--- src/rtl/cla_add_seq_ctrl_pkg.sv ---
// Shared constants for the sequential carry-lookahead adder:
// FSM state codes, default operand/segment widths and the lookahead group size.
package cla_add_seq_ctrl_pkg;

    localparam int DEF_OP_WIDTH  = 256;
    localparam int DEF_SEG_WIDTH = 64;

    // Lookahead group width inside the segment adder; SEG_WIDTH must be a multiple of it.
    localparam int CLA_GROUP = 4;

    localparam logic [1:0] CLA_SEQ_IDLE = 2'd0;
    localparam logic [1:0] CLA_SEQ_RUN  = 2'd1;
    localparam logic [1:0] CLA_SEQ_DONE = 2'd2;

endpackage

--- src/rtl/cla_add_seq_ctrl_if.sv ---
// Operand/result handshake bundle for cla_add_seq_ctrl.
// Optional macro CLA_SEQ_SUB_EN adds the sub_in select (A-B instead of A+B+c_in).
interface cla_add_seq_ctrl_if
    import cla_add_seq_ctrl_pkg::*;
#(
    parameter int OP_WIDTH = DEF_OP_WIDTH
);
    logic                in_valid;
    logic                in_ready;
    logic [OP_WIDTH-1:0] a_in;
    logic [OP_WIDTH-1:0] b_in;
    logic                c_in;
`ifdef CLA_SEQ_SUB_EN
    logic                sub_in;
`endif
    logic                out_valid;
    logic                out_ready;
    logic [OP_WIDTH-1:0] sum;
    logic                c_out;

`ifdef CLA_SEQ_SUB_EN
    modport master (
        output in_valid, a_in, b_in, c_in, sub_in, out_ready,
        input  in_ready, out_valid, sum, c_out
    );
    modport slave (
        input  in_valid, a_in, b_in, c_in, sub_in, out_ready,
        output in_ready, out_valid, sum, c_out
    );
`else
    modport master (
        output in_valid, a_in, b_in, c_in, out_ready,
        input  in_ready, out_valid, sum, c_out
    );
    modport slave (
        input  in_valid, a_in, b_in, c_in, out_ready,
        output in_ready, out_valid, sum, c_out
    );
`endif

endinterface

--- src/rtl/cla_add_seq_ctrl_seg.sv ---
// cla_seg_add: combinational SEG_WIDTH-bit carry-lookahead adder.
// Built from 4-bit propagate/generate groups; each group resolves its internal
// carries and its group carry-out directly from the group input carry.
module cla_seg_add
    import cla_add_seq_ctrl_pkg::*;
#(
    parameter int SEG_WIDTH = DEF_SEG_WIDTH
) (
    input  logic [SEG_WIDTH-1:0] a,
    input  logic [SEG_WIDTH-1:0] b,
    input  logic                 ci,
    output logic [SEG_WIDTH-1:0] s,
    output logic                 co
);
    localparam int NGRP = SEG_WIDTH / CLA_GROUP;

    // Group-wise lookahead: sum bits and carry out of the whole segment.
    always_comb begin
        logic [CLA_GROUP-1:0] p;
        logic [CLA_GROUP-1:0] g;
        logic [CLA_GROUP-1:0] c;
        logic                 gc;
        // NOTE: every variable gets a value before any branch or loop so no latch is inferred.
        p  = '0;
        g  = '0;
        c  = '0;
        s  = '0;
        gc = ci;
        for (int k = 0; k < NGRP; k++) begin
            p    = a[CLA_GROUP*k +: CLA_GROUP] ^ b[CLA_GROUP*k +: CLA_GROUP];
            g    = a[CLA_GROUP*k +: CLA_GROUP] & b[CLA_GROUP*k +: CLA_GROUP];
            c[0] = gc;
            c[1] = g[0] | (p[0] & gc);
            c[2] = g[1] | (p[1] & g[0]) | (p[1] & p[0] & gc);
            c[3] = g[2] | (p[2] & g[1]) | (p[2] & p[1] & g[0]) | (p[2] & p[1] & p[0] & gc);
            s[CLA_GROUP*k +: CLA_GROUP] = p ^ c;
            gc   = g[3] | (p[3] & g[2]) | (p[3] & p[2] & g[1])
                 | (p[3] & p[2] & p[1] & g[0]) | ((&p) & gc);
        end
        co = gc;
    end

endmodule

--- src/rtl/cla_add_seq_ctrl.sv ---
// cla_add_seq_ctrl: adds two OP_WIDTH-bit operands over NSEG cycles with one
// SEG_WIDTH-bit lookahead segment adder, LSB segment first, carry held in carry_q.
// Optional macro CLA_SEQ_SUB_EN: sub_in=1 on accept computes A-B (c_out=1 means no borrow).
module cla_add_seq_ctrl
    import cla_add_seq_ctrl_pkg::*;
#(
    parameter int OP_WIDTH  = DEF_OP_WIDTH,
    parameter int SEG_WIDTH = DEF_SEG_WIDTH
) (
    input  logic             clk,
    input  logic             rst,
    cla_add_seq_ctrl_if.slave bus
);
    localparam int              NSEG     = OP_WIDTH / SEG_WIDTH;
    localparam int              CNT_W    = $clog2(NSEG) + 1;
    localparam logic [CNT_W-1:0] LAST_SEG = CNT_W'(NSEG - 1);

    logic [1:0]                       state;
    logic [CNT_W-1:0]                 cnt;
    logic                             carry_q;
    logic                             c_out_q;
    logic [NSEG-1:0][SEG_WIDTH-1:0]   a_q;
    logic [NSEG-1:0][SEG_WIDTH-1:0]   b_q;
    logic [NSEG-1:0][SEG_WIDTH-1:0]   sum_q;
    logic [SEG_WIDTH-1:0]             seg_a;
    logic [SEG_WIDTH-1:0]             seg_b;
    logic [SEG_WIDTH-1:0]             seg_s;
    logic                             seg_co;
    logic [OP_WIDTH-1:0]              b_load;
    logic                             c_load;
    logic                             accept;
    logic                             last;

    assign bus.in_ready  = (state == CLA_SEQ_IDLE);
    assign bus.out_valid = (state == CLA_SEQ_DONE);
    assign bus.sum       = sum_q;
    assign bus.c_out     = c_out_q;

    assign accept = bus.in_valid & (state == CLA_SEQ_IDLE);
    assign last   = (cnt == LAST_SEG);

`ifdef CLA_SEQ_SUB_EN
    // Subtract as A + ~B + 1; c_in has no effect when subtracting.
    assign b_load = bus.sub_in ? ~bus.b_in : bus.b_in;
    assign c_load = bus.sub_in | bus.c_in;
`else
    assign b_load = bus.b_in;
    assign c_load = bus.c_in;
`endif

    // Select the operand segment addressed by cnt.
    always_comb begin
        seg_a = '0;
        seg_b = '0;
        for (int i = 0; i < NSEG; i++) begin
            if (cnt == CNT_W'(i)) begin
                seg_a = a_q[i];
                seg_b = b_q[i];
            end
        end
    end

    cla_seg_add #(
        .SEG_WIDTH (SEG_WIDTH)
    ) u_seg_add (
        .a  (seg_a),
        .b  (seg_b),
        .ci (carry_q),
        .s  (seg_s),
        .co (seg_co)
    );

    // Operand capture on accept; held untouched through RUN and DONE.
    // NOTE: operand registers have no reset: they are only read in RUN, which is entered solely through an accept that loads them.
    always_ff @(posedge clk) begin
        if (accept) begin
            a_q <= bus.a_in;
            b_q <= b_load;
        end
    end

    // Sequencing FSM: one segment per RUN cycle, result held in DONE until taken.
    // NOTE: sequential state uses non-blocking assignments so every register samples pre-edge values.
    always_ff @(posedge clk) begin
        if (rst) begin
            state   <= CLA_SEQ_IDLE;
            cnt     <= '0;
            carry_q <= 1'b0;
            sum_q   <= '0;
            c_out_q <= 1'b0;
        end else begin
            case (state)
                CLA_SEQ_IDLE: begin
                    if (accept) begin
                        state   <= CLA_SEQ_RUN;
                        cnt     <= '0;
                        carry_q <= c_load;
                    end
                end
                CLA_SEQ_RUN: begin
                    for (int i = 0; i < NSEG; i++) begin
                        if (cnt == CNT_W'(i)) begin
                            sum_q[i] <= seg_s;
                        end
                    end
                    carry_q <= seg_co;
                    cnt     <= cnt + 1'b1;
                    if (last) begin
                        c_out_q <= seg_co;
                        state   <= CLA_SEQ_DONE;
                    end
                end
                CLA_SEQ_DONE: begin
                    if (bus.out_ready) begin
                        state <= CLA_SEQ_IDLE;
                    end
                end
                default: begin
                    state <= CLA_SEQ_IDLE;
                end
            endcase
        end
    end

endmodule

--- src/flat_wrapper.sv ---
// flat-port wrapper written by rule: the top's interface ports become plain ports
module cla_add_seq_ctrl_flat import cla_add_seq_ctrl_pkg::*;
#(
    parameter int OP_WIDTH  = DEF_OP_WIDTH,
    parameter int SEG_WIDTH = DEF_SEG_WIDTH
)
  (clk, rst, bus_in_valid, bus_a_in, bus_b_in, bus_c_in, bus_out_ready, bus_in_ready, bus_out_valid, bus_sum, bus_c_out);
  cla_add_seq_ctrl_if #(.OP_WIDTH(OP_WIDTH)) bus_i ();
  input  logic clk;
  input  logic rst;
  input wire logic [$bits(bus_i.in_valid)-1:0] bus_in_valid;
  input wire logic [$bits(bus_i.a_in)-1:0] bus_a_in;
  input wire logic [$bits(bus_i.b_in)-1:0] bus_b_in;
  input wire logic [$bits(bus_i.c_in)-1:0] bus_c_in;
  input wire logic [$bits(bus_i.out_ready)-1:0] bus_out_ready;
  output wire logic [$bits(bus_i.in_ready)-1:0] bus_in_ready;
  output wire logic [$bits(bus_i.out_valid)-1:0] bus_out_valid;
  output wire logic [$bits(bus_i.sum)-1:0] bus_sum;
  output wire logic [$bits(bus_i.c_out)-1:0] bus_c_out;
  assign bus_i.in_valid = bus_in_valid;
  assign bus_i.a_in = bus_a_in;
  assign bus_i.b_in = bus_b_in;
  assign bus_i.c_in = bus_c_in;
  assign bus_i.out_ready = bus_out_ready;
  assign bus_in_ready = bus_i.in_ready;
  assign bus_out_valid = bus_i.out_valid;
  assign bus_sum = bus_i.sum;
  assign bus_c_out = bus_i.c_out;
  cla_add_seq_ctrl #(.OP_WIDTH(OP_WIDTH), .SEG_WIDTH(SEG_WIDTH)) u_core (.clk(clk), .rst(rst), .bus(bus_i));
endmodule
--- config.mk ---
export PLATFORM = sky130hd
export DESIGN_NAME = cla_add_seq_ctrl_flat
export DESIGN_NICKNAME = d
export VERILOG_FILES = /design/src/rtl/cla_add_seq_ctrl_pkg.sv /design/src/rtl/cla_add_seq_ctrl_if.sv /design/src/rtl/cla_add_seq_ctrl_seg.sv /design/src/rtl/cla_add_seq_ctrl.sv /design/src/flat_wrapper.sv
export SDC_FILE = /design/constraint.sdc
export NUM_CORES = 1
export LEC_CHECK = 0
export BUFFER_PORTS_ARGS = -buffer_cell sky130_fd_sc_hd__buf_2
export CAP_MARGIN = 20
export CORE_AREA = 2 2 306 308
export CTS_BUF_LIST = sky130_fd_sc_hd__clkbuf_4 sky130_fd_sc_hd__clkbuf_8
export DETAILED_ROUTE_END_ITERATION = 10
export DIE_AREA = 0 0 308 310
export PLACE_DENSITY = 0.54
export RECOVER_POWER = 50
export SYNTH_ARGS = -nofsm -noshare
export SYNTH_HDL_FRONTEND = slang
export SYNTH_SLANG_ARGS = --single-unit
--- constraint.sdc ---
create_clock -name clk -period 23.7 [get_ports clk]
set_clock_uncertainty 0.1 [all_clocks]
set_input_delay 2.37 -clock clk [delete_from_list [all_inputs] [get_ports clk]]
set_output_delay 2.37 -clock clk [all_outputs]
set_load 0.01 [all_outputs]
# Word-level counts from Yosys, hierarchy flattened
# Index checks and enable logic that the tools add are counted.
[totals]
wordCells = 515
latchBits = 0
out_inout_bits = 259
inputBits = 517
register_bits = 775
ramBits = 0
memories = 0
mem_bits_ro = 0
[classes]
n_reduce_logical = 25
n_shift = 0
bitwise_logic = 449
add_sub_neg = 1
n_mul = 0
eq_ne = 8
div_mod_pow = 0
magnitude_cmp = 0
n_mux = 16
[ops]
columns = ["cell", "n"]
rows = [
  ["two-way mux 64 bit", 8],
  ["bitwise AND 1 bit", 241],
  ["OR 1 bit", 160],
  ["bitwise XOR 4 bit", 32],
  ["bitwise AND 4 bit", 16],
  ["AND reduction 4 bit", 16],
  ["AND reduction 2 bit", 5],
  ["equality test 3 x 2 -> 1 bit (second input constant)", 2],
  ["two-way mux 2 bit", 3],
  ["case mux 2 bit (3 select lines)", 1],
  ["case mux 3 bit (2 select lines)", 1],
  ["inequality test 2 x 1 -> 1 bit (second input constant)", 2],
  ["adder 3 x 1 -> 3 bit (second input constant)", 1],
  ["equality test 3 x 1 -> 1 bit (second input constant)", 1],
  ["zero test 3 bit", 1],
  ["two-way mux 3 bit", 1],
  ["AND reduction 3 bit", 1],
  ["equality test 2 x 1 -> 1 bit (second input constant)", 1],
  ["equality test 2 bit (second input constant)", 1],
  ["zero test 2 bit", 1],
  ["inequality test 2 bit (second input constant)", 1],
  ["case mux 1 bit (2 select lines)", 1],
  ["nonzero test 2 bit", 1],
  ["two-way mux 1 bit", 1],
]

# Depth between registers and ports, before layout
[depth]
ltp_word = 42
ltp_mapped = 24
ltp_nobuf = 22

# Hierarchy
# Synthesis repeated with hierarchy kept, for this count alone.
[unflattened]
cells_unflattened = 2754
area_unflattened_um2 = 31830.5
[modules_own_cells]
columns = ["module", "n_inst", "seq_area_each_um2", "area_per_inst_um2", "cells_per_inst"]
rows = [
  ["cla_add_seq_ctrl", 1, 20639.8, 29032.8, 2411],
  ["cla_seg_add", 1, 0.0, 2797.7, 343],
]

# Worst setup path before layout
# OpenSTA, ideal clock, no wires.
[synth_path]
path_type = "input -> register"
startpoint = "input port bus_in_valid"
endpoint = "register u_core.carry_q"
cell_stages = 4
t_required_ps = 23542
arrival_time_ps = 15622
n_path_buf = 0
setup_ps = 58
slack_ps = 7919
cell_sequence = "and2_1 > a221oi_1 > nor2_1 > o21a_1"
[synth_via]
elab_chain_cells = 3
[synth_rtl]
columns = ["element", "line_no", "source"]
rows = [
  ["start, declared", "flat_wrapper.sv:11", "input wire logic [$bits(bus_i.in_valid)-1:0] bus_in_valid;"],
  ["bitwise AND 1 bit", "cla_add_seq_ctrl.sv:39", "assign accept = bus.in_valid & (state == CLA_SEQ_IDLE);"],
  ["inequality test 2 x 1 -> 1 bit (no source line)", "n/a", ""],
  ["AND reduction 2 bit (no source line)", "n/a", ""],
  ["end signal, assigned", "cla_add_seq_ctrl.sv:97", "carry_q <= c_load;"],
  ["end signal, assigned", "cla_add_seq_ctrl.sv:106", "carry_q <= seg_co;"],
  ["end, declared", "cla_add_seq_ctrl.sv:20", "logic carry_q;"],
]
# No other way between the ends.
# A chain may end at the register's enable or synchronous reset.

# Worst setup path in the final report
[layout_path]
startpoint = "input port bus_in_valid"
endpoint = "register u_core.b_q[111] (netlist bit) (enable)"
[layout_via]
elab_chain_cells = 1
[layout_rtl]
columns = ["element", "line_no", "source"]
rows = [
  ["bitwise AND 1 bit", "cla_add_seq_ctrl.sv:39", ""],
  ["net u_core.accept", "cla_add_seq_ctrl.sv:31", "logic accept;"],
  ["end signal, assigned", "cla_add_seq_ctrl.sv:78", "b_q <= b_load;"],
  ["end, declared", "cla_add_seq_ctrl.sv:23", "logic [NSEG-1:0][SEG_WIDTH-1:0] b_q;"],
]
# The timed path passes the listed nets, and every way through them passes these cells.

==> flow_summary.ini <==
[logic_synthesis]
synth_ff_type = edfxtp_1
ys_seq_area_share_pct = 65.8
synth_top_area_share_pct = 49.0
synthArstFlopShare_pct = 0
synthesis.nets = 3251
yosys-top-cells-area = edfxtp_1, dfxtp_1, nand2_1, o21ai_0, a21oi_1
synth-warning-count = 0
netlist_area_um2 = 31300
synthCells = 2649
postSynthRegisterBits = 775
synth.distinct_cells = 69
yosysTopAreaCell = edfxtp_1
synth_edf_count = 512
synth_area_per_cell_um2 = 11.8

[cts]
clockBufferDepth = 3
ctsHoldBuffers = 0
clockRootBuffer = clkbuf_8
cts_htree_levels = 4
postCtsResizedCells = 0
clkSlewWorstSetupHoldPaths_ns = 0.06
cts_setup_buffers = 0
cts_buffers = 138
worstSkewPairLatency_ns = 0.82
cts_sinks = 775
cts_tree = yes

[grt]
antenna_found_initial = 39
grt_max_degree = 198
grt_pass1_vias = 22900
grt_pass1_wl_mm = 159
grt_usage_pct = 23.2
overflow = 0

[critical_path]
critPathMaxStageDelay_ns = 6.58
start_kind = input pin
timing.rr.start = u_core.state[0]
crit_slowest_cell = clkbuf_1
cp-end-kind = flop
crit_family = buffers and inverters
crit_required_ns = 24.00
worstSetupPathType = in2reg
timing.critical_path.from = bus_in_valid
crit_buf_inv = 3
worstPathArrival_ns = 12.84
crit_top_cell = clkbuf_1
path_cells = clkbuf_1 > and2_0 > clkbuf_1 > buf_4
crit_fanout = 175

[pwr]
intPower_w = 0.00245
pwr-share-seq_pct = 44.6
leakage_nw = 15.1
p_clk_share_pct = 36.6
switchingPower_w = 0.00105
power_density_nw_per_um2 = 89.3
pwr-share-comb_pct = 18.8
ir_worst_vdd_mv = 0.0474
p_sw_share_pct = 29.9

[timing]
tightestPinTransition_ns = 9.31
report.final.slew_viol_count = 416
fmax_ghz = 0.0798
finalSetupViolCount = 0
relSlewSlack_pct = -520
layout_setup_ws_ns = 11.16
fin_crit_sh_pct = 52.9
rsz0062_at_grt = no
min_period_ns = 12.54
fin_setup_tns_ns = 0
hold_viol_final = 0

[floorplan]
die_h_um = 310
start_util_pct = 33.9
die-width_um = 308
rows = 112
die_area_um2 = 95500
core_um2 = 92500
ios = 776

[place]
gp_congestion = 0.900
dp_slack_ns = 16.68
hpwl_mm = 83.5
place_area_um2 = 36400
io_buffers = 775
dp.cells = 4474

[route]
via_count = 24100
route.detailed.drc = 0
ant_nets = 0
drt-pass1-iter-count = 5
routed_via_density = 5.09
drt_iter0_drc = 2172
wirelength_mm = 115
wl_per_cell_um = 24.3

[final_layout]
drive_gt1_share_pct = 28.7
final_cell_mix = buf_2, edfxtp_1, nand2_1
fill_cells = 9013
multiInputGateArea_um2 = 9930
final_common_cell = buf_2
fin_cells = 4733
seq_area_um2 = 20600
area_growth_pct = 24.8
fin_nets = 4020
final_cell_area_um2 = 39100

[hold_path]
min_path_type = reg2reg
worstHoldStart = u_core.bus.sum[210]

[flow_run]
cap_violations = 4

[status]
status = finished, violations left
violations = capacitance limit, slew limit
==> path summary, 6_finish.rpt <==
| path | to | slack, ns | cells past startpoint |
|---|---|---|---|
| max | u_core.b_q[111] | 11.16 | 4 |
| min | u_core.bus.sum[210] | 0.35 | 2 |
| max reg2reg | u_core.b_q[111] | 12.37 | 4 |
| min reg2reg | u_core.bus.sum[210] | 0.35 | 2 |
==> state kept, by name, indices dropped and copies added, names as in the netlist <==
| name | flops |
|---|---|
| u_core.state | 2 |
| u_core.a_q | 256 |
| u_core.carry_q | 1 |
| u_core.b_q | 256 |
| u_core.cnt | 3 |
| u_core.bus.sum | 256 |
| u_core.bus.c_out | 1 |
==> kinds of logic after synthesis <==
logic type                 synth area share [%]
AOI/OAI and AO/OA                          16.5
buffers and inverters                      2.75
and+or+nand+nor                            10.2
muxes                                    0.0998
adders and majority gates                  3.78
xor gates and xnor gates                  0.866
DFF                                        65.8
==> metal layers <==
metal	GRT usage [%]	routed length [um]	vias to the layer above
met5	0	124	-
met4	9.43	3670	20
met3	6.08	8580	211
met2	35.6	52500	972
met1	31.2	49900	11500
li1	-	-	11300
==> stage by stage <==
stage / hold WS, ns / power, W / utilization, %
2_1_floorplan: 0.369 / 0.00195 / -
3_3_place_gp: 0.339 / 0.00223 / 39.3
3_5_place_dp: 0.345 / 0.00223 / 39.3
4_1_cts: 0.353 / 0.00352 / 42.4
5_1_grt: 0.369 / 0.00363 / 42.3
6_report: 0.351 / 0.00349 / 42.3
==> power groups by stage <==
| stage | Sequential (W) | Clock [W] | Combinational (W) |
|---|---|---|---|
| 3_5_place_dp | 0.00158 | 0 | 0.000651 |
| 4_1_cts | 0.00155 | 0.00131 | 0.000653 |
| 6_report | 0.00156 | 0.00128 | 0.000657 |
| 3_3_place_gp | 0.00158 | 0 | 0.000649 |
| 5_1_grt | 0.00157 | 0.00136 | 0.000708 |
| 2_1_floorplan | 0.00161 | 0 | 0.000339 |
==> layout make-up <==
type | count | share of cell area (%)
Multi-Input combinational cell | 1645 | 25.4
Sequential cell | 775 | 52.8
Clock buffer | 199 | 6.23
Antenna cell | 19 | 0.122
Tap cell | 1197 | 3.83
Clock inverter | 40 | 0.886
Timing Repair Buffer | 802 | 10.3
Inverter | 56 | 0.537
==> tightest hold or removal path, delay by kind of cell, from the launching register on <==
family | cells | cell delay [ns]
flops | 1 | 0.30
simple gates | 1 | 0.05
compound gates | 1 | 0.05
==> Yosys cell counts (8+ instances only) <==
library cell  number
a21oi_1          220
nor2_1           144
o31ai_1           12
edfxtp_1         512
or3_1             20
a221o_1          102
a211oi_1          74
nor3b_1           12
o21bai_1           8
clkbuf_1         165
nor2b_1            9
nand2_1          446
nand3_1           21
o21a_1            29
xnor2_1           21
ha_1              69
a22oi_1           31
dfxtp_1          263
nand2b_1           8
o21ai_0          234
fa_1              16
nand4_1            9
xor2_1            10
nand3b_1          24
a21o_1            18
nor3_1            14
inv_1             56
No activity file was read; power rests on OpenSTA's default activity.
